File: src/rtl/flux_track_engine.sv
// Head-side bit-cell engine: walks a byte-wide track RAM with fractional cell timing,
// emits read flux pulses, folds write flux into read-modify-write bytes, tracks dirty chunks.
module flux_track_engine #(
  parameter int unsigned ADDR_W    = 13,
  parameter int unsigned INT_W     = 8,
  parameter int unsigned FRAC_W    = 8,
  parameter int unsigned PULSE_LO  = 1,
  parameter int unsigned PULSE_HI  = 8,
  parameter int unsigned MAX_ZEROS = 3,
  parameter int unsigned CHUNK_SH  = 9,
  parameter int unsigned CHUNKS    = 16
) (
  input  logic                    clk,
  input  logic                    reset,
  input  logic                    en,
  input  logic [INT_W+FRAC_W-1:0] cell_delay,
  input  logic [ADDR_W:0]         track_len,
  input  logic                    load,
  input  logic [ADDR_W+2:0]       load_bit_pos,
  input  logic                    rnd_bit,
  input  logic                    wr_en,
  input  logic                    wr_flux,
  output logic                    flux_out,
  output logic                    index_out,
  output logic [ADDR_W+2:0]       bit_pos,
  output logic [ADDR_W-1:0]       ram_addr,
  input  logic [7:0]              ram_q,
  output logic [7:0]              ram_d,
  output logic                    ram_we,
  output logic [CHUNKS-1:0]       dirty_mask,
  input  logic                    dirty_clr
);
  localparam int unsigned BP_W = ADDR_W + 3;
  localparam int unsigned CD_W = INT_W + FRAC_W;
  localparam int unsigned ZR_W = ($clog2(MAX_ZEROS + 1) < 2) ? 2 : $clog2(MAX_ZEROS + 1);

  logic [BP_W-1:0]   bit_pos_q, bit_pos_d;
  logic [INT_W-1:0]  cnt_q, cnt_d, cnt_max_q, cnt_max_d;
  logic [FRAC_W-1:0] frac_q, frac_d;
  logic [ZR_W-1:0]   zero_run_q, zero_run_d;
  logic              latch_q, latch_d, wr_prev_q, wr_prev_d;
  logic              flux_q, flux_d, index_q, index_d;
  logic [CHUNKS-1:0] dirty_q, dirty_d;
  logic [CD_W-1:0]   reload_val, acc_next;
  logic [BP_W:0]     adv_pos;
  logic [2:0]        sel;
  logic [ADDR_W-1:0] chunk_idx;
  logic              boundary, wr_edge, wr_bit, track_empty, load_in_range, we_c;

  // Cell length in cycles minus one, with the fraction carried between cells
  assign reload_val    = cell_delay - (CD_W'(1) << FRAC_W);
  assign acc_next      = {INT_W'(0), frac_q} + reload_val;
  assign adv_pos       = {1'b0, bit_pos_q} + (BP_W+1)'(1);
  assign sel           = ~bit_pos_q[2:0];
  assign ram_addr      = bit_pos_q[BP_W-1:3];
  assign chunk_idx     = ram_addr >> CHUNK_SH;
  assign track_empty   = (track_len == '0);
  assign load_in_range = ({1'b0, load_bit_pos[BP_W-1:3]} < track_len);
  assign boundary      = (cnt_q == cnt_max_q);
  assign wr_edge       = wr_flux & ~wr_prev_q;
  assign wr_bit        = latch_q | wr_edge;

  always_comb begin
    bit_pos_d  = bit_pos_q;
    cnt_d      = cnt_q;
    cnt_max_d  = cnt_max_q;
    frac_d     = frac_q;
    zero_run_d = zero_run_q;
    latch_d    = latch_q;
    wr_prev_d  = wr_prev_q;
    flux_d     = flux_q;
    index_d    = 1'b0;
    dirty_d    = dirty_q;
    we_c       = 1'b0;
    ram_d      = ram_q;

    if (dirty_clr) dirty_d = '0;

    if (load) begin
      // Reposition wins over any boundary in the same cycle
      bit_pos_d              = load_in_range ? load_bit_pos : '0;
      cnt_d                  = '0;
      {cnt_max_d, frac_d}    = reload_val;
      zero_run_d             = '0;
      latch_d                = 1'b0;
      flux_d                 = 1'b0;
      if (en) wr_prev_d = wr_flux;
    end else if (!en) begin
      flux_d = 1'b0;
    end else begin
      wr_prev_d = wr_flux;
      latch_d   = wr_bit;

      if (cnt_q == INT_W'(PULSE_LO)) begin
        if (ram_q[sel]) begin
          flux_d     = 1'b1;
          zero_run_d = '0;
        end else if (zero_run_q == ZR_W'(MAX_ZEROS)) begin
          flux_d = rnd_bit;
        end else begin
          flux_d     = 1'b0;
          zero_run_d = zero_run_q + ZR_W'(1);
        end
      end
      if (cnt_q == INT_W'(PULSE_HI)) flux_d = 1'b0;

      if (boundary) begin
        cnt_d               = '0;
        {cnt_max_d, frac_d} = acc_next;
        latch_d             = 1'b0;
        if (!track_empty) begin
          // Write back the byte under the head before it moves on
          if (wr_en) begin
            we_c       = 1'b1;
            ram_d[sel] = wr_bit;
            for (int unsigned i = 0; i < CHUNKS; i++) begin
              if (32'(chunk_idx) == i) dirty_d[i] = 1'b1;
            end
          end
          if (adv_pos[BP_W:3] >= track_len) begin
            bit_pos_d = '0;
            index_d   = 1'b1;
          end else begin
            bit_pos_d = adv_pos[BP_W-1:0];
          end
        end
      end else begin
        cnt_d = cnt_q + INT_W'(1);
      end

      if (track_empty) begin
        bit_pos_d = '0;
        flux_d    = 1'b0;
      end
      if (wr_en) flux_d = 1'b0;
    end
  end

  assign ram_we = we_c & ~reset;

  always_ff @(posedge clk) begin
    if (reset) begin
      bit_pos_q            <= '0;
      cnt_q                <= '0;
      {cnt_max_q, frac_q}  <= reload_val;
      zero_run_q           <= '0;
      latch_q              <= 1'b0;
      wr_prev_q            <= 1'b0;
      flux_q               <= 1'b0;
      index_q              <= 1'b0;
      dirty_q              <= '0;
    end else begin
      bit_pos_q  <= bit_pos_d;
      cnt_q      <= cnt_d;
      cnt_max_q  <= cnt_max_d;
      frac_q     <= frac_d;
      zero_run_q <= zero_run_d;
      latch_q    <= latch_d;
      wr_prev_q  <= wr_prev_d;
      flux_q     <= flux_d;
      index_q    <= index_d;
      dirty_q    <= dirty_d;
    end
  end

  assign flux_out   = flux_q;
  assign index_out  = index_q;
  assign bit_pos    = bit_pos_q;
  assign dirty_mask = dirty_q;
endmodule

File: config.mk
export PLATFORM = sky130hd
export DESIGN_NAME = flux_track_engine
export DESIGN_NICKNAME = d
export VERILOG_FILES = /design/src/rtl/flux_track_engine.sv
export SDC_FILE = /design/constraint.sdc
export NUM_CORES = 1
export LEC_CHECK = 0
export CORE_MARGIN = 10
export CORE_UTILIZATION = 45
export CTS_CLUSTER_DIAMETER = 50
export DETAILED_ROUTE_END_ITERATION = 8
export GPL_ROUTABILITY_DRIVEN = 0
export HOLD_SLACK_MARGIN = 0.15
export PLACE_DENSITY = 0.75
export SYNTH_ARGS = -nofsm -noshare
export SYNTH_HDL_FRONTEND = slang
export SYNTH_SLANG_ARGS = --single-unit
File: constraint.sdc
create_clock -name clk -period 3 [get_ports clk]
set_input_delay 0.3 -clock clk [delete_from_list [all_inputs] [get_ports clk]]
set_output_delay 0.3 -clock clk [all_outputs]
set_load 0.1 [all_outputs]
After elaboration in Yosys (flattened, before gate mapping). Index checks and enable logic that the tools add are counted. W data, S select, Z words.

Word-level logic and storage cells: 118. Bits of input ports: 62. Output and inout bits: 56. Register bits after elaboration: 62.

Add/subtract/negate cells: 5. Eq/ne operators: 20. Bitwise logic cells: 8. $lt $le $gt $ge: 4. Mux-type cells: 58. Reductions and logical operators: 13.

Operator list (count): $mux W16 (12); $mux W8 (14); $eq A4 B4 Y1 const B (8); $mux W1 (27); $add A16 B1 Y17 const B (1); $add A8 B16 Y16 (1); $eq A4 B3 Y1 const B (4); $sub A16 B9 Y16 const B (1); $ge A14 B14 Y1 (1); $logic_not A14 Y1 (1); $lt A13 B14 Y1 (1); $logic_not A13 Y1 (1); $reduce_bool A3 Y1 (3); $add A8 B1 Y8 const B (1); $bwmux W8 (1); $eq A4 B2 Y1 const B (2); $eq A8 B1 Y1 const B (1); $eq A8 B4 Y1 const B (1); $eq A8 B8 Y1 (1); $reduce_or A6 Y1 (1); $reduce_or A5 Y1 (1); $eq A4 B1 Y1 const B (1); $lt A3 B4 Y1 const B (1); $mux W2 (2); other kinds (15) (20).

Logic depth before layout (Yosys ltp).
Depth in word-level cells: 11. Mapped depth: 14. Depth with buffers taken out: 12.

Worst setup path before layout. Ideal clock, no wire load.

Path kind: reg-to-reg. Start point: reg bit_pos_q[1] (netlist: bit_pos[1]). End point: reg bit_pos_q[13] (netlist: bit_pos[13]). Library setup time: 0.081 ns. Period minus slack after synthesis: 3.820 ns. Arrival time: 3.739 ns. Path buffers: 2. Setup slack: -0.820 ns. Data required time: 2.919 ns. Cell stages (with the launch flop): 15. Cells stage by stage: dfxtp_1 -> ha_1 -> and3_1 -> clkbuf_1 -> nand4_1 -> nor2_1 -> xor2_1 -> ha_1 -> a21o_1 -> a21o_1 -> a21o_1 -> nor4_4 -> buf_6 -> a22oi_1 -> a211oi_2.

Longest elaborated chain between the ends: 7.

RTL lines: from (decl) (line 37) `logic [BP_W-1:0] bit_pos_q, bit_pos_d;`; from (signal assigned) (line 153) `bit_pos_q <= bit_pos_d;`; $add A16 B1 Y17 (*) (line 53) `assign adv_pos = {1'b0, bit_pos_q} + (BP_W+1)'(1);`; $ge A14 B14 Y1 (line 120) `if (adv_pos[BP_W:3] >= track_len) begin`; $mux W16 (*) (line 120); $mux W16 (*) (line 107) `if (boundary) begin`; $mux W16 (*) (line 131) `if (track_empty) begin`; $mux W16 (*) (line 88) `end else if (!en) begin`; $mux W16 (*) (line 79) `if (load) begin`.

Mark *: on every way between the ends. The rest lies on a longest branch, timed or not. The select of a mux whose other input is x is not followed. A chain may end at the register's enable or synchronous reset.

Worst setup path after layout.
Start point: reg bit_pos_q[2] (netlist: bit_pos[2]). End point: reg bit_pos_q[6] (netlist: bit_pos[6]).

The elaborated chain is that of the path after synthesis.

==> reports/qor.txt <==
================================================================================
Outcome ...........................................................    completed
Max frequency .....................................................      336 MHz
FF-to-FF Start .................................................... bit_pos[2]$_SDFFE_PP0P_
Area of the die ...................................................   0.0149 mm2
FF+latch count, synth .............................................           62
Count of flip-flops with a built-in enable after synthesis ........           16
Storage element area ..............................................  0.00145 mm2
Final design instance area without fill ...........................  0.00638 mm2
Maximum fanout along the worst path ...............................           10
CTS tree ..........................................................         done
Number of max-cap violations ......................................            0
Worst min path class ..............................................      reg2reg
Predominant post-synthesis flop cell .............................. sky130_fd_sc_hd__dfxtp_1
Synthesized-area fraction occupied by and/or/nand/nor cells .......        0.217
Kind of capture point of the worst setup path .....................         flop
Power Total .......................................................      2.66 mW
Main combinational cell family by area after synthesis ............ simple AND/OR/NAND/NOR gates
Area post-placement ...............................................  0.00598 mm2
Setup_tns .........................................................         0 ns
Crit share post-route .............................................        0.992
Average cell area after synthesis .................................     8.90 um2
Clock transition at the registers of the reported paths ...........      0.08 ns
Cell area power density ...........................................   417 mW/mm2
Final setup fails .................................................            0
Maximum cell stage delay along the critical path ..................      0.42 ns
Worst Setup Path Type .............................................      reg2reg
Post-layout net count .............................................          748
Number of distinct library cells after synthesis ..................           65
Max IR drop VDD ...................................................     0.220 mV
Seq/Total Area, Yosys .............................................        0.299
Share of layout cells above drive strength 1 ......................        0.262
Clock root cell ................................................... sky130_fd_sc_hd__clkbuf_8
Remaining antenna violation count after routing ...................            0
Startpoint class of the critical path .............................         flop
Setup clock skew after layout .....................................    0.0122 ns
Largest cells by area after synthesis ............................. sky130_fd_sc_hd__dfxtp_1, sky130_fd_sc_hd__ha_1, sky130_fd_sc_hd__edfxtp_1, sky130_fd_sc_hd__xor2_1, sky130_fd_sc_hd__nor2_1
Fin. Hold Viols ...................................................            0
Worst rel slew slack ..............................................        0.349
Mux share of post-synthesis cell area .............................       0.0430
Initial core utilization ..........................................        0.458
Diodes inserted ...................................................            0
Required @ worst endpoint .........................................      3.26 ns
Async set-reset flop share out of synthesis .......................            0
Minimum clock period ..............................................      2.97 ns
Static leakage ....................................................      2.68 nW
Post-Synthesis Cell Area ..........................................  0.00469 mm2
Number of antenna violations at the first check in global routing .            0
Hold Worst Slack ..................................................     0.442 ns
Synth Area in XOR/XNOR ............................................       0.0841
Num ports .........................................................          118
Critical path data arrival time ...................................      3.24 ns
Synthesis Warnings ................................................            0
Die extent in x ...................................................       122 um
Unrepaired setup endpoints after global routing ...................         true
Via density per instance ..........................................         5.46
Layout Area Growth over Synthesis .................................        36.0%
Standard cell core area ...........................................   0.0102 mm2
Global-route wire length before repair ............................      21.3 mm
Min-delay src ..................................................... dirty_mask[4]$_SDFF_PP0_
Final standard cell utilization of the core .......................        0.623
Top cell type's share of synthesized area .........................        0.196
Num rows ..........................................................           37
CTS sink cnt ......................................................           62
Die outline height ................................................       122 um
Critical path cell sequence ....................................... and3_4 > and3_2 > and3_1 > xor2_1 > ha_1 > nand4_1 > or3_4 > a31oi_4 > nor4_4 > buf_4 > a22oi_1 > a211oi_1
Hold_buf cts ......................................................            0
Detailed router's first-iteration violation count .................          287
Via count .........................................................        4,286
Adder-cell share of the synthesized area ..........................        0.114
Transition time at the pin with the least slew margin .............     0.973 ns
Max H-tree Level ..................................................            3
Number of iterations in the first detailed-routing pass ...........            5
Layout filler cell count ..........................................          857
Number of buffer cells added on primary ports .....................          117
Number of global-route vias before repair .........................        4,340
Clock buffers created by TritonCTS ................................            9
Syn Inst Count ....................................................          527
Area of the multi-input gates .....................................  0.00308 mm2
GRT Total Usage ...................................................        0.172
Cell type contributing the most total cell area after synthesis ... sky130_fd_sc_hd__dfxtp_1
Synthesized-area fraction occupied by ao, oa, aoi and oai cells ...        0.173
Average wire length per cell after detail routing .................      16.8 um
Maximum buffer depth of the clock tree ............................            2
Routed Wire Length ................................................      13.2 mm
DPL Wire Length ...................................................      10.3 mm
Cell family with most CP delay .................................... simple AND/OR/NAND/NOR gates
Net count after synthesis .........................................          631
Count of unresolved DRC violations after routing ..................            0
Slowest CP cell ................................................... sky130_fd_sc_hd__dfxtp_4
Insertion delay to the later sink of the worst-skew pair ..........      0.35 ns
Buffers plus inverters on the worst setup path ....................            1
Timing startpoint of the critical path ............................ bit_pos[2]$_SDFFE_PP0P_
Pin count of the biggest net entering global routing ..............           33
Global route overflow .............................................            0
Slew Viols, Final .................................................            0
================================================================================
[power by group]
part	internal [mW]	total, mW	switching (mW)
Combinational	0.328	0.887	0.558
Sequential	0.905	0.948	0.0435
Clock	0.446	0.822	0.377
Total	1.68	2.66	0.978
[synthesized netlist by cell type, types with 4 or more instances]
cell type / count
sky130_fd_sc_hd__xnor2_1: 20
sky130_fd_sc_hd__and3_1: 11
sky130_fd_sc_hd__buf_2: 9
sky130_fd_sc_hd__a21o_1: 8
sky130_fd_sc_hd__ha_1: 41
sky130_fd_sc_hd__xor2_1: 25
sky130_fd_sc_hd__edfxtp_1: 16
sky130_fd_sc_hd__nor3_1: 12
sky130_fd_sc_hd__o21ai_0: 18
sky130_fd_sc_hd__inv_1: 30
sky130_fd_sc_hd__a211oi_2: 10
sky130_fd_sc_hd__nand4b_1: 7
sky130_fd_sc_hd__o21a_1: 4
sky130_fd_sc_hd__nand4_1: 13
sky130_fd_sc_hd__buf_4: 14
sky130_fd_sc_hd__dfxtp_1: 46
sky130_fd_sc_hd__nand3_1: 17
sky130_fd_sc_hd__nand2_1: 38
sky130_fd_sc_hd__mux2i_1: 4
sky130_fd_sc_hd__nor2_1: 48
sky130_fd_sc_hd__clkbuf_1: 9
sky130_fd_sc_hd__nand2b_1: 13
sky130_fd_sc_hd__a22oi_1: 17
sky130_fd_sc_hd__a21oi_1: 24
sky130_fd_sc_hd__nor4_1: 4
sky130_fd_sc_hd__a211oi_1: 10
sky130_fd_sc_hd__mux2_2: 8
[path summary, 6_finish.rpt]
check | endpoint | slack (ns) | cells after the start
max | bit_pos[6]$_SDFFE_PP0P_ | 0.03 | 12
max reg2reg | bit_pos[6]$_SDFFE_PP0P_ | 0.03 | 12
min | dirty_mask[4]$_SDFF_PP0_ | 0.44 | 2
min reg2reg | dirty_mask[4]$_SDFF_PP0_ | 0.44 | 2
[repair_timing]
item                       in CTS  in global routing
setup endpoints to repair       0                 17
resized for setup               0                 24
buffers inserted                0                 10
[state kept, by name, summed over array words and instances, names as in the netlist, 2 cells and up]
signal and count:
cnt_q 8, dirty_mask 16, zero_run_q 2, bit_pos 16, frac_q 8, cnt_max_q 8
[through the flow]
stage / setup WS, ns / std cells
global route: -0.143 / 785
detailed placement: 0.0268 / 758
CTS: 0.00114 / 774
floorplan: -0.0818 / 527
global placement: 0.119 / 758
finish: 0.0251 / 785
[layout by cell type (no fill, tap or decap), types with 18 or more instances in the layout]
master                            synthesis  final
sky130_fd_sc_hd__ha_1                    41     39
sky130_fd_sc_hd__buf_4                   14     68
sky130_fd_sc_hd__nand2_1                 38     38
sky130_fd_sc_hd__clkdlybuf4s50_1          0     63
sky130_fd_sc_hd__xor2_1                  25     25
sky130_fd_sc_hd__dfxtp_1                 46     30
sky130_fd_sc_hd__xnor2_1                 20     20
sky130_fd_sc_hd__a21oi_1                 24     24
sky130_fd_sc_hd__o21ai_0                 18     18
sky130_fd_sc_hd__inv_1                   30     30
sky130_fd_sc_hd__nor2_1                  48     47
[logic make-up (layout without fill, tap and decap cells)]
group | after synthesis | after routing
buffers and inverters | 66 | 188
flip-flops | 62 | 62
adder cells (fa/ha/maj) | 42 | 42
AND/OR/NAND/NOR | 184 | 184
AO/OA/AOI/OAI | 112 | 112
XOR/XNOR | 45 | 45
multiplexers | 16 | 16
[worst reg2reg max path: cells and delay by family, from the launching register on]
family,cells,cell delay [ns]
AO/OA/AOI/OAI,3,0.38
AND/OR/NAND/NOR,6,1.33
flip-flops,1,0.42
XOR/XNOR,1,0.27
buffers and inverters,1,0.22
adder cells (fa/ha/maj),1,0.29
[cell type report]
cell class                      instances  share of cell area
Multi-Input combinational cell        399               0.483
Sequential cell                        62               0.227
Timing Repair Buffer                  142               0.211
Tap cell                              136              0.0267
Clock buffer                           10              0.0234
Inverter                               30              0.0177
Clock inverter                          6              0.0116
[layer usage]
metal	vias up	part of all wire	track usage
li1	2137	-	-
met1	2021	0.43	0.207
met2	111	0.49	0.297
met3	17	0.060	0.0402
met4	0	0.019	0.0552
met5	-	0	0
Power figures use the tool's default switching activity.
